==> config.mk <==
export PLATFORM = sky130hd
export DESIGN_NAME = ahb_slave_mem_bridge
export DESIGN_NICKNAME = d
export VERILOG_FILES = /design/src/rtl/ahb_slave_mem_bridge.sv
export SDC_FILE = /design/constraint.sdc
export NUM_CORES = 1
export LEC_CHECK = 0
export CAP_MARGIN = 20
export CORE_ASPECT_RATIO = 2
export CORE_MARGIN = 10
export CORE_UTILIZATION = 40
export DETAILED_ROUTE_END_ITERATION = 16
export PLACE_DENSITY = 0.74
export SLEW_MARGIN = 40
export SYNTH_ARGS = -nofsm -noshare
export SYNTH_HDL_FRONTEND = slang
export SYNTH_SLANG_ARGS = --single-unit
==> constraint.sdc <==
create_clock -name i_clk_ahb -period 6 [get_ports i_clk_ahb]
set_input_delay 1.2 -clock i_clk_ahb [delete_from_list [all_inputs] [get_ports i_clk_ahb]]
set_output_delay 1.2 -clock i_clk_ahb [all_outputs]
set_load 0.01 [all_outputs]
==> src/rtl/ahb_slave_mem_bridge.sv <==
// AHB-Lite slave to memory-request bridge: posted-write FIFO, stalled reads.
// Optional macro AHB_SLV_ALIGN_ERR_EN enables ERROR responses for misaligned or oversized transfers.
module ahb_slave_mem_bridge #(
  parameter int DATA_WIDTH = 32,
  parameter int ADDR_WIDTH = 32,
  parameter int WBUF_DEPTH = 2
) (
  input  logic                      i_clk_ahb,
  input  logic                      i_rstn_ahb,
  input  logic                      i_hselx,
  input  logic                      i_hready,
  input  logic [1:0]                i_htrans,
  input  logic [2:0]                i_hsize,
  input  logic                      i_hwrite,
  input  logic [ADDR_WIDTH-1:0]     i_haddr,
  input  logic [DATA_WIDTH-1:0]     i_hwdata,
  output logic                      o_hreadyout,
  output logic                      o_hresp,
  output logic [DATA_WIDTH-1:0]     o_hrdata,
  output logic                      o_valid,
  output logic                      o_rd0_wr1,
  output logic [ADDR_WIDTH-1:0]     o_addr,
  output logic [DATA_WIDTH-1:0]     o_wr_data,
  output logic [DATA_WIDTH/8-1:0]   o_wr_strb,
  input  logic                      i_ready,
  input  logic                      i_rd_valid,
  input  logic [DATA_WIDTH-1:0]     i_rd_data
);

  localparam int NB   = DATA_WIDTH / 8;
  localparam int OFFW = $clog2(NB);
  localparam int PW   = (WBUF_DEPTH > 1) ? $clog2(WBUF_DEPTH) : 1;
  localparam int CW   = $clog2(WBUF_DEPTH + 1);

  typedef enum logic [1:0] {IDLE, RD_DRAIN, RD_REQ, RD_WAIT} state_t;

  state_t state, next_state;

  logic                  accept, addr_err, read_accept;
  logic [NB-1:0]         strb_calc;
  logic                  wr_pend, err1, err2;
  logic [ADDR_WIDTH-1:0] dp_addr;
  logic [NB-1:0]         dp_strb;

  logic [ADDR_WIDTH-1:0] fifo_addr [WBUF_DEPTH];
  logic [DATA_WIDTH-1:0] fifo_data [WBUF_DEPTH];
  logic [NB-1:0]         fifo_strb [WBUF_DEPTH];
  logic [PW-1:0]         wptr, rptr;
  logic [CW-1:0]         count, count_next;
  logic                  full, push, pop;

  logic unused_ok;
  assign unused_ok = i_htrans[0];

  assign accept      = i_hselx & i_hready & i_htrans[1];
  assign read_accept = accept & ~i_hwrite & ~addr_err;

  // Byte lanes covered by the transfer; lanes past the bus width fall off.
  always_comb begin
    strb_calc = '0;
    for (int i = 0; i < NB; i++) begin
      if ((i >= int'(i_haddr[OFFW-1:0])) && (i < int'(i_haddr[OFFW-1:0]) + (1 << i_hsize)))
        strb_calc[i] = 1'b1;
    end
  end

`ifdef AHB_SLV_ALIGN_ERR_EN
  always_comb begin
    addr_err = 1'b0;
    if (int'(i_hsize) > OFFW)
      addr_err = 1'b1;
    else if ((i_haddr[OFFW-1:0] & OFFW'((1 << i_hsize) - 1)) != '0)
      addr_err = 1'b1;
  end
`else
  assign addr_err = 1'b0;
`endif

  always_ff @(posedge i_clk_ahb or negedge i_rstn_ahb) begin
    if (!i_rstn_ahb) begin
      wr_pend <= 1'b0;
      err1    <= 1'b0;
      err2    <= 1'b0;
      dp_addr <= '0;
      dp_strb <= '0;
    end else begin
      err1 <= accept & addr_err;
      err2 <= err1;
      if (i_hready) begin
        wr_pend <= accept & i_hwrite & ~addr_err;
        if (accept) begin
          dp_addr <= {i_haddr[ADDR_WIDTH-1:OFFW], {OFFW{1'b0}}};
          dp_strb <= strb_calc;
        end
      end
    end
  end

  // A full FIFO still accepts the push when its head pops in the same cycle.
  assign full       = (count == CW'(WBUF_DEPTH));
  assign pop        = (count != '0) & i_ready;
  assign push       = wr_pend & (~full | pop);
  assign count_next = count + CW'(push) - CW'(pop);

  always_ff @(posedge i_clk_ahb or negedge i_rstn_ahb) begin
    if (!i_rstn_ahb) begin
      wptr  <= '0;
      rptr  <= '0;
      count <= '0;
    end else begin
      count <= count_next;
      if (push) wptr <= (wptr == PW'(WBUF_DEPTH - 1)) ? '0 : wptr + 1'b1;
      if (pop)  rptr <= (rptr == PW'(WBUF_DEPTH - 1)) ? '0 : rptr + 1'b1;
    end
  end

  always_ff @(posedge i_clk_ahb) begin
    if (push) begin
      fifo_addr[wptr] <= dp_addr;
      fifo_data[wptr] <= i_hwdata;
      fifo_strb[wptr] <= dp_strb;
    end
  end

  always_ff @(posedge i_clk_ahb or negedge i_rstn_ahb) begin
    if (!i_rstn_ahb) state <= IDLE;
    else             state <= next_state;
  end

  always_comb begin
    next_state = state;
    case (state)
      IDLE:     if (read_accept) next_state = (count_next != '0) ? RD_DRAIN : RD_REQ;
      RD_DRAIN: if (count_next == '0) next_state = RD_REQ;
      RD_REQ:   if (i_ready) next_state = RD_WAIT;
      RD_WAIT:  if (i_rd_valid) next_state = IDLE;
      default:  next_state = IDLE;
    endcase
  end

  // Bus-side response; read data is passed straight through on its return cycle.
  always_comb begin
    o_hreadyout = 1'b1;
    o_hresp     = err1 | err2;
    o_hrdata    = '0;
    if (err1) o_hreadyout = 1'b0;
    if (wr_pend && full && !pop) o_hreadyout = 1'b0;
    case (state)
      RD_DRAIN, RD_REQ: o_hreadyout = 1'b0;
      RD_WAIT: begin
        o_hreadyout = i_rd_valid;
        if (i_rd_valid) o_hrdata = i_rd_data;
      end
      default: ;
    endcase
  end

  // The FIFO is always empty while a read request is presented.
  always_comb begin
    o_valid   = 1'b0;
    o_rd0_wr1 = 1'b0;
    o_addr    = '0;
    o_wr_data = '0;
    o_wr_strb = '0;
    if (state == RD_REQ) begin
      o_valid   = 1'b1;
      o_addr    = dp_addr;
      o_wr_strb = '1;
    end else if (count != '0) begin
      o_valid   = 1'b1;
      o_rd0_wr1 = 1'b1;
      o_addr    = fifo_addr[rptr];
      o_wr_data = fifo_data[rptr];
      o_wr_strb = fifo_strb[rptr];
    end
  end

endmodule
Word-level counts from Yosys, hierarchy flattened
Memory sizes are Yosys's and may differ from the RTL's.
Index checks and enable logic that the tools add are counted.
Storage, ports and cells
  bits in writable memories: 132
  bits of input ports: 108
  memories: 3
  register bits: 41
  logic and storage cells: 80
Memories
  fifo_data: depth 2, width 32, rd ports 1, clocked after memory_dff 0, write ports 1, line 46  | logic [DATA_WIDTH-1:0] fifo_data [WBUF_DEPTH];
  fifo_addr: depth 2, width 30, rd ports 1, clocked after memory_dff 0, write ports 1, line 45  | logic [ADDR_WIDTH-1:0] fifo_addr [WBUF_DEPTH];
  fifo_strb: depth 2, width 4, rd ports 1, clocked after memory_dff 0, write ports 1, line 47  | logic [NB-1:0] fifo_strb [WBUF_DEPTH];
Operators by class
  $add $sub $neg: 5
  shift operators: 1
  bitwise logic cells: 9
  multiplexer cells: 27
  magnitude comparators: 7
  eq/ne operators: 8
  reductions and logical operators: 13
Operators by type and width (count)
  $mux 32: 6
  $lt 3x32->1 const A: 2
  $add 3x32->32: 1
  $lt 1x32->1 const A: 1
  $lt 2x32->1 const A: 1
  $shl 1x3->32 const A: 1
  $mux 1: 12
  $mux 2: 5
  $mux 4: 2
  $ne 2x2->1 const B: 4
  $pmux 2 s4: 1
  $and 1x1->1: 6
  $eq 2x2->1 const B: 3
  $logic_and 1x1->1: 5
  $ge 1x2->1 const A: 2
  $logic_not 2->1: 2
  $reduce_and 4->1: 1
  $reduce_bool 2->1: 2
  $add 1x1->1 const B: 2
  $add 2x1->2: 1
  $eq 2x1->1 const B: 1
  $ge 2x2->1 const A: 1
  $not 1->1: 2
  $pmux 1 s2: 1
  5 further kinds: 5

Logic depth before layout (Yosys ltp)
  word-level depth: 10
  mapped depth: 8
  gate-level depth less buffers: 8

Worst setup path after synthesis
No wires, ideal clock.
  path kind: input port to flip-flop
  start point: in i_ready
  end point: mem fifo_addr[0][0] (netlist bit), enable pin
  arrival time: 4.152 ns
  data required time: 5.510 ns
  library setup time: 0.490 ns
  buffers on the path: 0
  setup slack: 1.357 ns
  cell stages on the path: 3
  cells stage by stage: or3b_2 -> nand2_1 -> nor2_1
Between the ends
  word-level cells in the longest chain between the ends: 5
Ends and longest elaborated chain
  from (decl): line 25  | input logic i_ready,
  $and 1x1->1: line 101  | assign pop = (count != '0) & i_ready;
  $or 1x1->1: line 102  | assign push = wr_pend & (~full | pop);
  $and 1x1->1: line 102
  $mux 1: line 118  | if (push) begin
  $mux 1 (implied by the code): line 119  | fifo_addr[wptr] <= dp_addr;
  to (decl): line 45
Every way passes these cells.

Worst setup path after layout
  start point: reg state[0]
  end point: out o_addr[8]
Between the ends
  word-level cells in the longest chain between the ends: 2
Ends and longest elaborated chain
  from (decl): line 37  | state_t state, next_state;
  from (signal assigned): line 127  | else state <= next_state;
  $eq 2x2->1: line 165  | if (state == RD_REQ) begin
  $mux 32: line 165
  to (decl): line 22  | output logic [ADDR_WIDTH-1:0] o_addr,
Every way passes these cells.

==> key figures <==
Critical path
  – Crit Path Category: flip-flop to primary output
  – Element type at the critical path end: primary output
  – Crit Path Max Fanout: 43
  – CP required: 4.80 ns
  – R2r endpoint: state[1]$_DFFE_PN0P_
  – R2R Setup Slk: 3.76 ns
  – RR Startpoint: count[1]$_DFF_PN0_
  – Startpoint Class: flip-flop
  – Reg2Reg Depth: 8
  – Arrival @ worst endpoint: 3.34 ns

Cells and area
  – Diodes inserted: 0
  – Area Growth Syn to Fin: 40.3%
  – Fillcell total: 1403
  – Share of post-route cells with drive strength above 1: 11.3%
  – Final #Nets: 818
  – Multi-input logic area: 0.00208 mm²
  – Post-layout util: 57.1%
  – Register Area: 0.00499 mm²

Status
  – Status: finished, final reports clean

Logic synthesis
  – Yosys top cell area share: 55.1%
  – Top cells by area, synth: edfxtp_1, dfrtp_1, mux2i_1
  – Syn_area_per_cell: 14.6 µm²
  – Cell Area, Synth: 0.00720 mm²
  – Post-synth top area cell: edfxtp_1
  – Post-synthesis cell type count: 35
  – Post-Syn Instances: 494
  – Ys Warns: 0
  – Post-synthesis sequential area ratio: 69.3%
  – FF+latch count, synth: 173

Global route
  – Pin count of the biggest net entering global routing: 46
  – Initial antenna violation count: 0
  – First-pass GRT wire length: 28.0 mm
  – GR Overflow Total: 0
  – GRT Util Overall: 14.9%
  – Vias in the first global route: 5091

Detailed routing
  – Routed len/inst: 19.5 µm
  – Drt pass-1 iters: 4
  – Routed WL: 18.1 mm
  – Vias: 4672
  – Post-route ant nets: 0
  – Routed length on met1: 6.58 mm
  – Vias per cell: 5.04
  – Met2 WL: 10.2 mm
  – Top sig layer: met4
  – DRC viols: 0
  – Initial drt markers: 228
  – DR WL met3: 1.03 mm

STA
  – Final period utilization: 75.6%
  – Rel. slew slack: 46.2%
  – Final worst slack: 1.46 ns
  – Fin Clk Skew: 0.0106 ns
  – Fin Setup TNS: 0 ns
  – Fin Hold WS: 0.474 ns
  – Endpoints failing setup: 0
  – Final Hold Violating Endpoints: 0
  – Fmax: 220 MHz
  – RSZ-0062 raised after global routing: no
  – Worst-margin pin slew: 0.808 ns
  – Tmin final: 4.54 ns
  – Max-slew violation count: 0

Clock network
  – Clk slew on worst S/H paths: 0.06 ns
  – Clock tree sinks: 173
  – CTS tree: built
  – Post-CTS setup buffers: 0
  – Hold buffers post-CTS: 0
  – Max H-tree Level: 4
  – Root buf cell: clkbuf_16
  – TritonCTS Buffers: 17
  – Worst-Skew Late Latency: 0.42 ns
  – Resize count post-CTS: 0
  – CTS max path bufs: 2

Pwr
  – Leakage Power: 3.88 nW
  – Internal: 0.00295 W
  – Combinational group share of total power: 38.9%
  – Clock power frac: 24.4%
  – Sw frac: 32.7%
  – Pwr Density: 434 mW/mm²
  – Flop pwr share: 36.6%
  – Worst vdd ir: 0.248 mV
  – Sw power: 0.00143 W

Placed design
  – Post-DP HPWL: 13.1 mm
  – Pre-CTS setup slack: 1.73 ns
  – I/O Buffers: 207
  – Gpl congestion: 0.837

Floorplan
  – Initial Util: 40.7%
  – Die Wd: 115 µm
  – Die area: 0.0241 mm²
  – Chip height: 210 µm
  – # IOs: 212
  – Core Region: 0.0177 mm²
  – Row count: 69

Flow run
  – Max-Cap Viols: 0

Hold path
  – Endpoint, Worst Hold: fifo_strb[1][1]$_DFFE_PP_
  – Hold path cells: 0
  – HP Start: dp_strb[1]$_DFFE_PN0P_
  – Worst min-delay path class: flip-flop to flip-flop
-- area by class of cell --
type                            instances  share of cell area, %
Inverter                                8                  0.297
Timing Repair Buffer                  216                   21.3
Tap cell                              213                   2.64
Clock buffer                           19                   4.50
Multi-Input combinational cell        285                   20.6
Clock inverter                         13                   1.24
Sequential cell                       173                   49.4
-- worst max path at each step --
stage | from | end | depth (start not counted)
floorplan | i_ready | fifo_addr[0][0]$_DFFE_PP_ | 3
global placement | i_rd_valid | o_hreadyout | 4
detailed placement | i_rd_valid | o_hreadyout | 4
CTS | state[0]$_DFFE_PN0P_ | o_addr[8] | 8
global route | state[0]$_DFFE_PN0P_ | o_addr[8] | 8
finish | state[0]$_DFFE_PN0P_ | o_addr[8] | 8
-- cell usage after synthesis --
| cell type | instances |
|---|---|
| mux2_1 | 1 |
| inv_1 | 8 |
| xnor2_1 | 3 |
| ha_1 | 8 |
| o22ai_1 | 1 |
| and4bb_1 | 1 |
| o21ai_0 | 42 |
| nor3_1 | 1 |
| dfrtp_1 | 41 |
| a21o_1 | 1 |
| nor2b_1 | 1 |
| mux2_2 | 31 |
| clkbuf_1 | 17 |
| o31ai_1 | 2 |
| o21ai_1 | 1 |
| or2b_1 | 1 |
| mux2i_1 | 69 |
| nor3b_1 | 1 |
| nand3_1 | 1 |
| conb_1 | 1 |
| nor2_1 | 37 |
| o221ai_1 | 1 |
| nand2_1 | 38 |
| buf_4 | 3 |
| o21bai_1 | 1 |
| and3_1 | 33 |
| a21oi_2 | 2 |
| and2b_1 | 1 |
| buf_1 | 1 |
| or3b_2 | 1 |
| fa_1 | 1 |
| edfxtp_1 | 132 |
| buf_2 | 9 |
| a21oi_1 | 1 |
| a2111oi_0 | 1 |
-- metal layers --
| layer | vias to the layer above | track usage, % |
|---|---|---|
| met5 | - | 0 |
| li1 | 2222 | - |
| met3 | 17 | 3.88 |
| met1 | 2301 | 15.4 |
| met4 | 0 | 5.62 |
| met2 | 132 | 27.6 |
-- power by group through the flow --
stage	Clock [W]	Combinational (W)	Sequential [W]
after CTS	0.00109	0.00175	0.00161
after global placement	0	0.00170	0.00162
final	0.00107	0.00171	0.00161
after detailed placement	0	0.00174	0.00164
after floorplan	0	0.000893	0.00153
after global routing	0.00114	0.00184	0.00163
-- layout by cell type, fill, tap and decap left out, types with 2 or more instances in the layout --
master and n:
clkdlybuf4s50_1 205, edfxtp_1 132, mux2i_1 69, o21ai_0 42, dfrtp_1 40, nand2_1 38, nor2_1 36, and3_1 32
mux2_2 31, clkbuf_16 18, inv_1 8, ha_1 7, inv_6 7, buf_4 7, xnor2_1 3, conb_1 3
a21oi_2 2, o31ai_1 2, clkinv_4 2, buf_2 2
-- per-stage QoR --
| stage | total power [W] | cell area, µm² | std cells |
|---|---|---|---|
| 2_1_floorplan | 0.00242 | 7200 | 496 |
| 3_3_place_gp | 0.00332 | 9490 | 893 |
| 3_5_place_dp | 0.00337 | 9520 | 895 |
| 4_1_cts | 0.00445 | 10100 | 927 |
| 5_1_grt | 0.00462 | 10100 | 927 |
| 6_report | 0.00439 | 10100 | 927 |
-- worst max-delay path, stage by stage, from the launching register on --
cell and delay (ns):
dfrtp_1 0.42, inv_1 0.14, ha_1 0.16, buf_4 0.36, inv_1 0.24, o21ai_4 0.29, buf_4 0.52, o21ai_0 0.25
clkdlybuf4s50_1 0.53
-- state kept, by name, summed over array words and instances (netlist names) --
| register | cells |
|---|---|
| rptr | 1 |
| fifo_addr | 60 |
| wptr | 1 |
| count | 2 |
| wr_pend | 1 |
| dp_addr | 30 |
| dp_strb | 4 |
| state | 2 |
| fifo_data | 64 |
| fifo_strb | 8 |
-- logic make-up (layout without fill, tap and decap cells) --
family,count (synthesis),count (layout),synth area share [%]
AOI/OAI and AO/OA,53,53,4.05
xor gates and xnor gates,3,3,0.365
adders and majority gates,9,9,1.67
buffers and inverters,38,256,2.30
DFF,173,173,69.3
muxes,101,101,14.6
other,1,3,0.0521
and+or+nand+nor,116,116,7.62
No activity file was read; power rests on OpenSTA's default activity.
